===== src/rtl/pipeline_pkg.sv =====
// Shared constants for the pipeline stall/flush sequencer.
// PC source selects and sequencer state encodings.
package pipeline_pkg;

    localparam logic [1:0] PC_SEL_SEQ = 2'b00;
    localparam logic [1:0] PC_SEL_BR  = 2'b01;
    localparam logic [1:0] PC_SEL_JMP = 2'b10;
    localparam logic [1:0] PC_SEL_EXC = 2'b11;

    typedef enum logic [1:0] {
        ST_RUN    = 2'b00,
        ST_DRAIN  = 2'b01,
        ST_VECTOR = 2'b10
    } ctrl_state_t;

endpackage


===== src/rtl/load_use_detect.sv =====
// Load-use hazard compare between the ID sources and the EX load target.
// Purely combinational; register $0 never matches.
module load_use_detect
    import pipeline_pkg::*;
(
    input  logic       id_ex_memread,
    input  logic [4:0] id_ex_rt,
    input  logic [4:0] if_id_rs,
    input  logic [4:0] if_id_rt,
    input  logic       id_uses_rt,
    output logic       load_use
);

    logic rs_hit;
    logic rt_hit;

    // Source match against a non-zero load destination
    always_comb begin
        rs_hit   = (if_id_rs == id_ex_rt);
        rt_hit   = id_uses_rt && (if_id_rt == id_ex_rt);
        load_use = id_ex_memread && (id_ex_rt != 5'd0) && (rs_hit || rt_hit);
    end

endmodule


===== src/rtl/pipeline_ctrl.sv =====
// Central stall/flush sequencer for the 5-stage pipeline.
// Merges load-use, HI/LO occupancy, redirects, dmem wait and irq drain.
module pipeline_ctrl
    import pipeline_pkg::*;
#(
    parameter int MD_LATENCY = 4,
    parameter int IRQ_DRAIN  = 3
) (
    input  logic       clk,
    input  logic       reset,
    input  logic [4:0] if_id_rs,
    input  logic [4:0] if_id_rt,
    input  logic       id_uses_rt,
    input  logic [4:0] id_ex_rt,
    input  logic       id_ex_memread,
    input  logic       id_md_op,
    input  logic       id_reads_hilo,
    input  logic       id_jump,
    input  logic       ex_branch_taken,
    input  logic       dmem_wait,
    input  logic       irq,
    output logic       pc_write,
    output logic       if_id_write,
    output logic       if_id_flush,
    output logic       id_ex_bubble,
    output logic       ex_mem_hold,
    output logic       md_busy,
    output logic [1:0] pc_sel,
    output logic       irq_ack
);

    localparam int MW = (MD_LATENCY > 2) ? $clog2(MD_LATENCY) : 1;
    localparam int DW = (IRQ_DRAIN > 1) ? $clog2(IRQ_DRAIN) : 1;
    localparam logic [MW-1:0] MD_LOAD = MW'(MD_LATENCY - 1);
    localparam logic [DW-1:0] DR_LOAD = DW'(IRQ_DRAIN - 1);

    ctrl_state_t   state;
    ctrl_state_t   state_nxt;
    logic [MW-1:0] md_cnt;
    logic [DW-1:0] drain_cnt;
    logic [DW-1:0] drain_nxt;
    logic          md_issue;
    logic          load_use;
    logic          md_pend;
    logic          stall;

    load_use_detect u_lud (
        .id_ex_memread (id_ex_memread),
        .id_ex_rt      (id_ex_rt),
        .if_id_rs      (if_id_rs),
        .if_id_rt      (if_id_rt),
        .id_uses_rt    (id_uses_rt),
        .load_use      (load_use)
    );

    // Hazard summary used by the RUN-state priority chain
    always_comb begin
        md_pend = (md_cnt != '0);
        stall   = load_use || (md_pend && (id_reads_hilo || id_md_op));
    end

    // Control outputs and next-state, highest priority first
    always_comb begin
        pc_write     = 1'b1;
        if_id_write  = 1'b1;
        if_id_flush  = 1'b0;
        id_ex_bubble = 1'b0;
        ex_mem_hold  = 1'b0;
        md_busy      = md_pend;
        pc_sel       = PC_SEL_SEQ;
        irq_ack      = 1'b0;
        md_issue     = 1'b0;
        state_nxt    = state;
        drain_nxt    = drain_cnt;
        if (reset) begin
            pc_write     = 1'b0;
            if_id_write  = 1'b0;
            if_id_flush  = 1'b1;
            id_ex_bubble = 1'b1;
            md_busy      = 1'b0;
        end else if (dmem_wait) begin
            pc_write    = 1'b0;
            if_id_write = 1'b0;
            ex_mem_hold = 1'b1;
        end else begin
            case (state)
                ST_RUN: begin
                    if (ex_branch_taken) begin
                        pc_sel       = PC_SEL_BR;
                        if_id_flush  = 1'b1;
                        id_ex_bubble = 1'b1;
                    end else if (stall) begin
                        pc_write     = 1'b0;
                        if_id_write  = 1'b0;
                        id_ex_bubble = 1'b1;
                    end else begin
                        md_issue = id_md_op;
                        if (id_jump) begin
                            pc_sel      = PC_SEL_JMP;
                            if_id_flush = 1'b1;
                        end
                    end
                    if (irq && !ex_branch_taken && !id_jump) begin
                        state_nxt = ST_DRAIN;
                        drain_nxt = DR_LOAD;
                    end
                end
                ST_DRAIN: begin
                    pc_write     = 1'b0;
                    if_id_write  = 1'b0;
                    id_ex_bubble = 1'b1;
                    if (drain_cnt != '0) begin
                        drain_nxt = drain_cnt - 1'b1;
                    end else if (!md_pend) begin
                        state_nxt = ST_VECTOR;
                    end
                end
                ST_VECTOR: begin
                    pc_sel       = PC_SEL_EXC;
                    if_id_flush  = 1'b1;
                    id_ex_bubble = 1'b1;
                    irq_ack      = 1'b1;
                    state_nxt    = ST_RUN;
                end
                default: begin
                    state_nxt = ST_RUN;
                end
            endcase
        end
    end

    // Sequencer state, HI/LO occupancy and drain counters
    always_ff @(posedge clk) begin
        if (reset) begin
            state     <= ST_RUN;
            md_cnt    <= '0;
            drain_cnt <= '0;
        end else begin
            state     <= state_nxt;
            drain_cnt <= drain_nxt;
            if (md_issue) begin
                md_cnt <= MD_LOAD;
            end else if (md_cnt != '0) begin
                md_cnt <= md_cnt - 1'b1;
            end
        end
    end

endmodule


===== config.mk =====
export PLATFORM = sky130hd
export DESIGN_NAME = pipeline_ctrl
export DESIGN_NICKNAME = d
export VERILOG_FILES = /design/src/rtl/pipeline_pkg.sv /design/src/rtl/load_use_detect.sv /design/src/rtl/pipeline_ctrl.sv
export SDC_FILE = /design/constraint.sdc
export NUM_CORES = 1
export LEC_CHECK = 0
export CAP_MARGIN = 20
export CORE_UTILIZATION = 35
export DETAILED_ROUTE_END_ITERATION = 10
export GPL_TIMING_DRIVEN = 0
export PLACE_DENSITY = 0.75
export SYNTH_ARGS = -nofsm -noshare
export SYNTH_HDL_FRONTEND = slang
export SYNTH_SLANG_ARGS = --single-unit

===== constraint.sdc =====
create_clock -name clk -period 1.8 [get_ports clk]
set_input_delay 0.36 -clock clk [delete_from_list [all_inputs] [get_ports clk]]
set_output_delay 0.36 -clock clk [all_outputs]
set_load 0.1 [all_outputs]

# Yosys cells after proc, flatten, opt, wreduce, memory -nomap -nowiden

Index checks and enable logic that the tools add are counted.

Output and inout port bits: 9
Logic and storage cells: 76
Register bits after elaboration: 6
Bits of input ports: 25

Bitwise gates (word level): 1
Equal/unequal tests: 8
Mux-type cells: 42
Add/subtract/negate cells: 2
Reductions and logical operators: 20

Operator list:

| operator                                             | number |
|---|---|
| two-way mux 1 bit                                    | 24 |
| two-way mux 2 bit                                    | 12 |
| one-hot mux 2 bit (2 select lines)                   | 3 |
| equality test 5 bit                                  | 2 |
| inequality test 2 bit (second input constant)        | 4 |
| AND reduction 4 bit                                  | 2 |
| nonzero test 2 bit                                   | 4 |
| logical AND 1 bit                                    | 6 |
| one-hot mux 1 bit (2 select lines)                   | 3 |
| nonzero test 5 bit                                   | 1 |
| subtractor 2 x 1 -> 2 bit (second input constant)    | 2 |
| logical OR 1 bit                                     | 3 |
| equality test 2 x 1 -> 1 bit (second input constant) | 1 |
| equality test 2 bit (second input constant)          | 1 |
| zero test 1 bit                                      | 2 |
| zero test 2 bit                                      | 1 |
| OR reduction 2 bit                                   | 1 |
| inverter 1 bit                                       | 1 |

# Longest topological paths before layout

Depth after elaboration: 11
Depth in mapped cells: 7
Mapped depth without buffers: 7

# Cells and area by module

From an unflattened synthesis, not the netlist that was laid out.

Cell total of the unflattened synthesis: 82
Area total of the unflattened synthesis: 671.9 µm²

Modules (own cells, without submodules):

| module          | sequential area each (µm²) | area an instance (µm²) | cells each | instances |
|---|---|---|---|---|
| pipeline_ctrl   | 120.1                      | 539.3                  | 65         | 1 |
| load_use_detect | 0.0                        | 132.6                  | 17         | 1 |

# Least setup slack after synthesis

Ideal clock, no wire load.

Path kind: input -> output
Start: input id_ex_rt[1]
End: output pc_write
Buffers on the path: 1
Required time: 1440 ps
Arrival: 3085 ps
Stages on the path: 5
Setup slack: -1645 ps
Cells stage by stage: or4_4 > o21ai_2 > o22ai_1 > a221oi_2 > buf_4

Cells in the longest elaborated chain, start to end: 10
Elaborated cells on any way between the ends: 13
Those cells by class: eq/ne: 2; mux: 5; reduce/logical: 6

Ends and longest elaborated chain:

| element                              | RTL line              | RTL |
|---|---|---|
| from (decl)                          | pipeline_ctrl.sv:14   | `input logic [4:0] id_ex_rt,` |
| equality test 5 bit                  | load_use_detect.sv:20 | `rt_hit = id_uses_rt && (if_id_rt == id_ex_rt);` |
| logical AND 1 bit                    | load_use_detect.sv:20 |  |
| logical OR 1 bit                     | load_use_detect.sv:21 | `load_use = id_ex_memread && (id_ex_rt != 5'd0) && (rs_hit \|\| rt_hit);` |
| logical AND 1 bit *                  | load_use_detect.sv:21 |  |
| logical OR 1 bit *                   | pipeline_ctrl.sv:59   | `stall = load_use \|\| (md_pend && (id_reads_hilo \|\| id_md_op));` |
| two-way mux 1 bit * (2 in series)    | --                    |  |
| one-hot mux 1 bit (2 select lines) * | --                    |  |
| two-way mux 1 bit * (2 in series)    | --                    |  |
| to (decl)                            | pipeline_ctrl.sv:22   | `output logic pc_write,` |

Mark *: on every way between the ends. The rest lies on a longest branch, timed or not.

# Worst setup path after layout

Start: input id_ex_rt[4]
End: output pc_write

Cells in the longest elaborated chain, start to end: 10
Elaborated cells on any way between the ends: 13
Those cells by class: eq/ne: 2; mux: 5; reduce/logical: 6

Ends and longest elaborated chain:

| element                              | RTL line              | RTL |
|---|---|---|
| equality test 5 bit                  | load_use_detect.sv:20 |  |
| logical AND 1 bit                    | load_use_detect.sv:20 |  |
| logical OR 1 bit                     | load_use_detect.sv:21 |  |
| logical AND 1 bit *                  | load_use_detect.sv:21 |  |
| logical OR 1 bit *                   | pipeline_ctrl.sv:59   |  |
| two-way mux 1 bit *                  | pipeline_ctrl.sv:92   | `end else if (stall) begin` |
| two-way mux 1 bit *                  | pipeline_ctrl.sv:88   | `if (ex_branch_taken) begin` |
| one-hot mux 1 bit (2 select lines) * | pipeline_ctrl.sv:86   | `case (state)` |
| two-way mux 1 bit *                  | pipeline_ctrl.sv:81   | `end else if (dmem_wait) begin` |
| two-way mux 1 bit *                  | pipeline_ctrl.sv:75   | `if (reset) begin` |

Marked as above.

==> results.md <==
Status:
- The flow ran to the end, but the final reports show violations.
- The final reports fail on setup timing.

Global routing:
- The largest net degree at the start of global routing is 11.
- The number of antenna violations at the first check in global routing came to 0.
- The global-route wire length before repair is 3153 µm.
- The total global-route track usage is 21.36%.
- Global routing finished with a remaining overflow of 0.
- The number of global-route vias before repair is 716.

Synth:
- The most frequent cell after synthesis is nor2_1.
- When the netlist entered floorplanning its net count stood at 115.
- In the synthesized netlist, the cells that appear most often are 13 x nor2_1, 10 x xor2_1, 7 x inv_1.
- In this run, synthesis produced a sequential element count of 6.
- By area the synthesized netlist is led by dfxtp_1 18%, xor2_1 13%, ha_1 12%.
- The number of enable-type register cells in the synthesized netlist is 0.
- In this run the biggest area consumer among cell types represents 18.50% of the synthesized area.
- Averaged over all synthesized cells, the footprint is 7.731 µm².
- The total of warnings raised by yosys is 0.
- The fraction of synthesis flops using an asynchronous set or reset pin is 0%.
- The synthesized netlist occupies a cell area of 649.4 µm².
- For this run, the leading register cell type out of synthesis is dfxtp_1.
- Sequential elements use 18.50% of the synthesized area.
- The biggest area contributor in the post-synthesis netlist is dfxtp_1.
- Counting every instance in the synthesized netlist gives 84.
- Yosys mapped the design onto 35 distinct sky130hd cell types.

STA:
- Setup violations remaining at the end of the flow were counted as 5.
- The tightest slew margin relative to the limit is 72.29%.
- At the pin with the least slew margin, the transition time is 0.4129 ns.
- On the final layout, the worst hold slack is 0.5016 ns.
- Between clock sinks in the finished design, the worst skew comes to 0.0005765 ns.
- For the finished layout, the period the worst path requires is 2.335 ns.
- For this run, the top clock speed supported by timing is 0.4282 GHz.
- Setup repair after global routing could not meet its margin everywhere.
- The count of endpoints failing hold in the final timing report is 0.
- The final worst slack is -0.5352 ns.
- The number of slew-limit violations in the final report is 0.
- The fraction of the cycle the final worst path needs is 129.7%.

Place:
- The final RePlAce weighted congestion is 0.7793.
- In this run, placement finished with an instance count of 141.
- Summed over all nets, the half-perimeter wirelength after detailed placement is 1429 µm.
- Input and output buffers added on the ports amount to 32.

Floorplanning:
- From bottom edge to top edge, the die measures 45.08 µm.
- The I/O pin count is 34.
- The number of cell rows is 15.
- In this run the standard cell core region covers 1727 µm².
- The die covers 2032 µm².
- From left edge to right edge, the die measures 45.08 µm.
- The initial utilization of the core area, before any placement, comes to 37.61%.

Pwr:
- Summed over all nets, the switching power comes to 548.9 µW.
- The leakage power total is 0.5203 nW.
- The proportion of total power due to net switching is 49.57%.
- Power spread over the standard cell area amounts to 868.4 nW/µm².
- The clock network is responsible for 10.5% of the overall power.
- The peak supply drop is 0.5911 mV.
- The portion of total power attributed to sequential cells is 16.3%.
- The share of total power in combinational logic is 73.1%.
- The internal cell power is 558.3 µW.
- After layout, the design draws a total of 1.107 mW.

Worst setup path:
- The endpoint identified for the worst register-to-register timing path is drain_cnt[1].
- STA puts the critical path data arrival time at 1.98 ns.
- The number of cells on the worst reg-to-reg path is 7.
- The critical path endpoint is pc_write.
- The top fanout value on the critical path is 2.
- In this run the worst setup path begins at id_ex_rt[4].
- The worst flop-to-flop path startpoint is state[0].
- STA classifies the critical path endpoint as an output port.
- Walking the worst path, the cells encountered are buf_8, or4_4, o21ai_4, o22ai_4, a221oi_4, buf_12, buf_12.
- At the worst endpoint, the required time is 1.44 ns.
- For this run, the slowest stage of the critical path takes 0.55 ns.
- The slowest stage of the critical path belongs to the cell or4_4.
- Across all register-to-register paths, the minimum setup slack is 0.10 ns.
- The most common cell type on the critical path is buf_12.
- The critical path class is in -> out.
- The nature of the critical path startpoint is a primary input.

Finish:
- Compared with the post-synthesis result, the final layout area differs by 96.34%.
- After filler insertion, the fill cell instance count of the layout stands at 125.
- In the final design database the tool counted 156 nets.
- The number of antenna diodes in the final layout is 0.
- Of the cells placed in the final design, the portion with a size suffix greater than 1 is 43.90%.
- The count of placed standard cells in the final layout, fillers left out is 148.

Route:
- In this run the remaining antenna-violating nets after routing total 0.
- The final route contains 760 vias.
- After detailed routing, the number of remaining DRC violations is 0.
- The number of DRC markers after the initial detailed-route iteration is 8.
- The first-pass iteration count of the detailed router is 4.
- After detailed routing, the average wire length per cell comes to 14.53 µm.
- The routed design has 2151 µm of wire.
- Dividing the detail-routed via count by the number of cells gives 5.135.

CTS:
- Clock-pin slew was measured on the worst setup and hold paths at 0.04 ns.
- The clock latency at the later pin of the worst-skew pair is 0.24 ns.
- The maximum level of the CTS H-tree is 1.
- In this run, post-CTS hold repair placed 0 buffers.
- The number of buffers inserted during clock tree synthesis is 3.
- The clock drives 6 sinks.
- The maximum count of clock buffers along a single path is 2.
- The TritonCTS clock tree is done.
- CTS placed an instance of clkbuf_4 at the clock tree root.

Min path:
- In this run the worst hold path is classified as in -> reg.

Flow run:
- The max-capacitance violation count is 0.
-- worst max-delay path: cells and delay by family --
kind,cells,cell delay [ns]
compound gates,3,0.66
simple gates,1,0.55
buf+inv,3,0.41
-- repair_timing --
action,in CTS,in global routing
resized for setup,117,17
setup buffers,2,2
setup endpoints to repair,9,10
pin swaps,16,10
cloned,0,0
-- cell usage in the layout, fill, tap and decap left out, types with 2 or more instances in the layout --
cell / netlist / final
nor2_1: 13 / 10
inv_1: 7 / 7
dlygate4sd2_1: 0 / 7
xor2_1: 10 / 6
dfxtp_1: 6 / 6
clkdlybuf4s50_1: 0 / 6
buf_12: 0 / 5
buf_4: 1 / 5
xor2_2: 0 / 4
buf_6: 1 / 4
ha_1: 6 / 4
clkbuf_4: 0 / 4
nand2_1: 3 / 3
nor2_4: 1 / 3
a21oi_1: 4 / 3
buf_2: 0 / 3
buf_8: 0 / 3
inv_2: 2 / 2
clkbuf_2: 0 / 2
o21ai_0: 2 / 2
o21ai_1: 2 / 2
o22ai_1: 3 / 2
-- worst min-delay path by stage --
stage | startpoint | endpoint | cells past startpoint
finish | reset | drain_cnt[0] | 2
global route | reset | state[0] | 2
CTS | reset | drain_cnt[0] | 2
detailed placement | drain_cnt[1] | drain_cnt[1] | 2
global placement | drain_cnt[1] | drain_cnt[1] | 2
floorplan | drain_cnt[0] | drain_cnt[0] | 2
-- registers in the layout, summed over array words and instances, names as in the netlist --
name	cells
drain_cnt	2
md_cnt	2
state	2
-- metal layers --
metal,track usage [%],routed length (µm)
met1,24.70,875
met4,12.73,0
met2,36.52,1222
met3,3.600,53
met5,0,0
-- per-stage QoR --
step           setup WS (ns)  setup TNS [ns]  cell area (µm²)  util, %
2_1_floorplan        -0.9467          -3.022            728.2        -
5_1_grt              -0.5627          -2.407             1275    73.84
3_3_place_gp          -1.849          -12.18             1080    62.54
3_5_place_dp          -1.869          -12.42             1080    62.54
6_report             -0.5352          -2.152             1275    73.84
4_1_cts              -0.4933          -2.288             1186    68.70
-- logic make-up after synthesis --
kind of cell,count (synthesis),share of synthesized area (%)
buf+inv,12,8.671
compound gates,21,23.32
simple gates,27,21.58
xor+xnor,11,14.84
fa+ha+maj,6,11.56
mux,1,1.541
flops,6,18.50
-- final cells by class --
| cell class | count | area [µm²] | share of cell area, % |
|---|---|---|---|
| multi-input cells | 66 | 651.9 | 51.13 |
| repair buffers | 36 | 379.1 | 29.74 |
| flip-flops and latches | 6 | 120.1 | 9.421 |
| plain buffers | 3 | 36.28 | 2.846 |
| inverters | 9 | 33.78 | 2.650 |
| well taps | 25 | 31.28 | 2.453 |
| clock buffers | 3 | 22.52 | 1.766 |
-- power by group through the flow --
| stage | registers (mW) | clock network, mW | logic, mW |
|---|---|---|---|
| final | 0.181 | 0.117 | 0.810 |
| after global routing | 0.183 | 0.131 | 0.852 |
| after CTS | 0.180 | 0.123 | 0.761 |
| after detailed placement | 0.183 | 0 | 0.681 |
| after global placement | 0.180 | 0 | 0.667 |
| after floorplan | 0.178 | 0 | 0.521 |
Power figures use the tool's default switching activity.
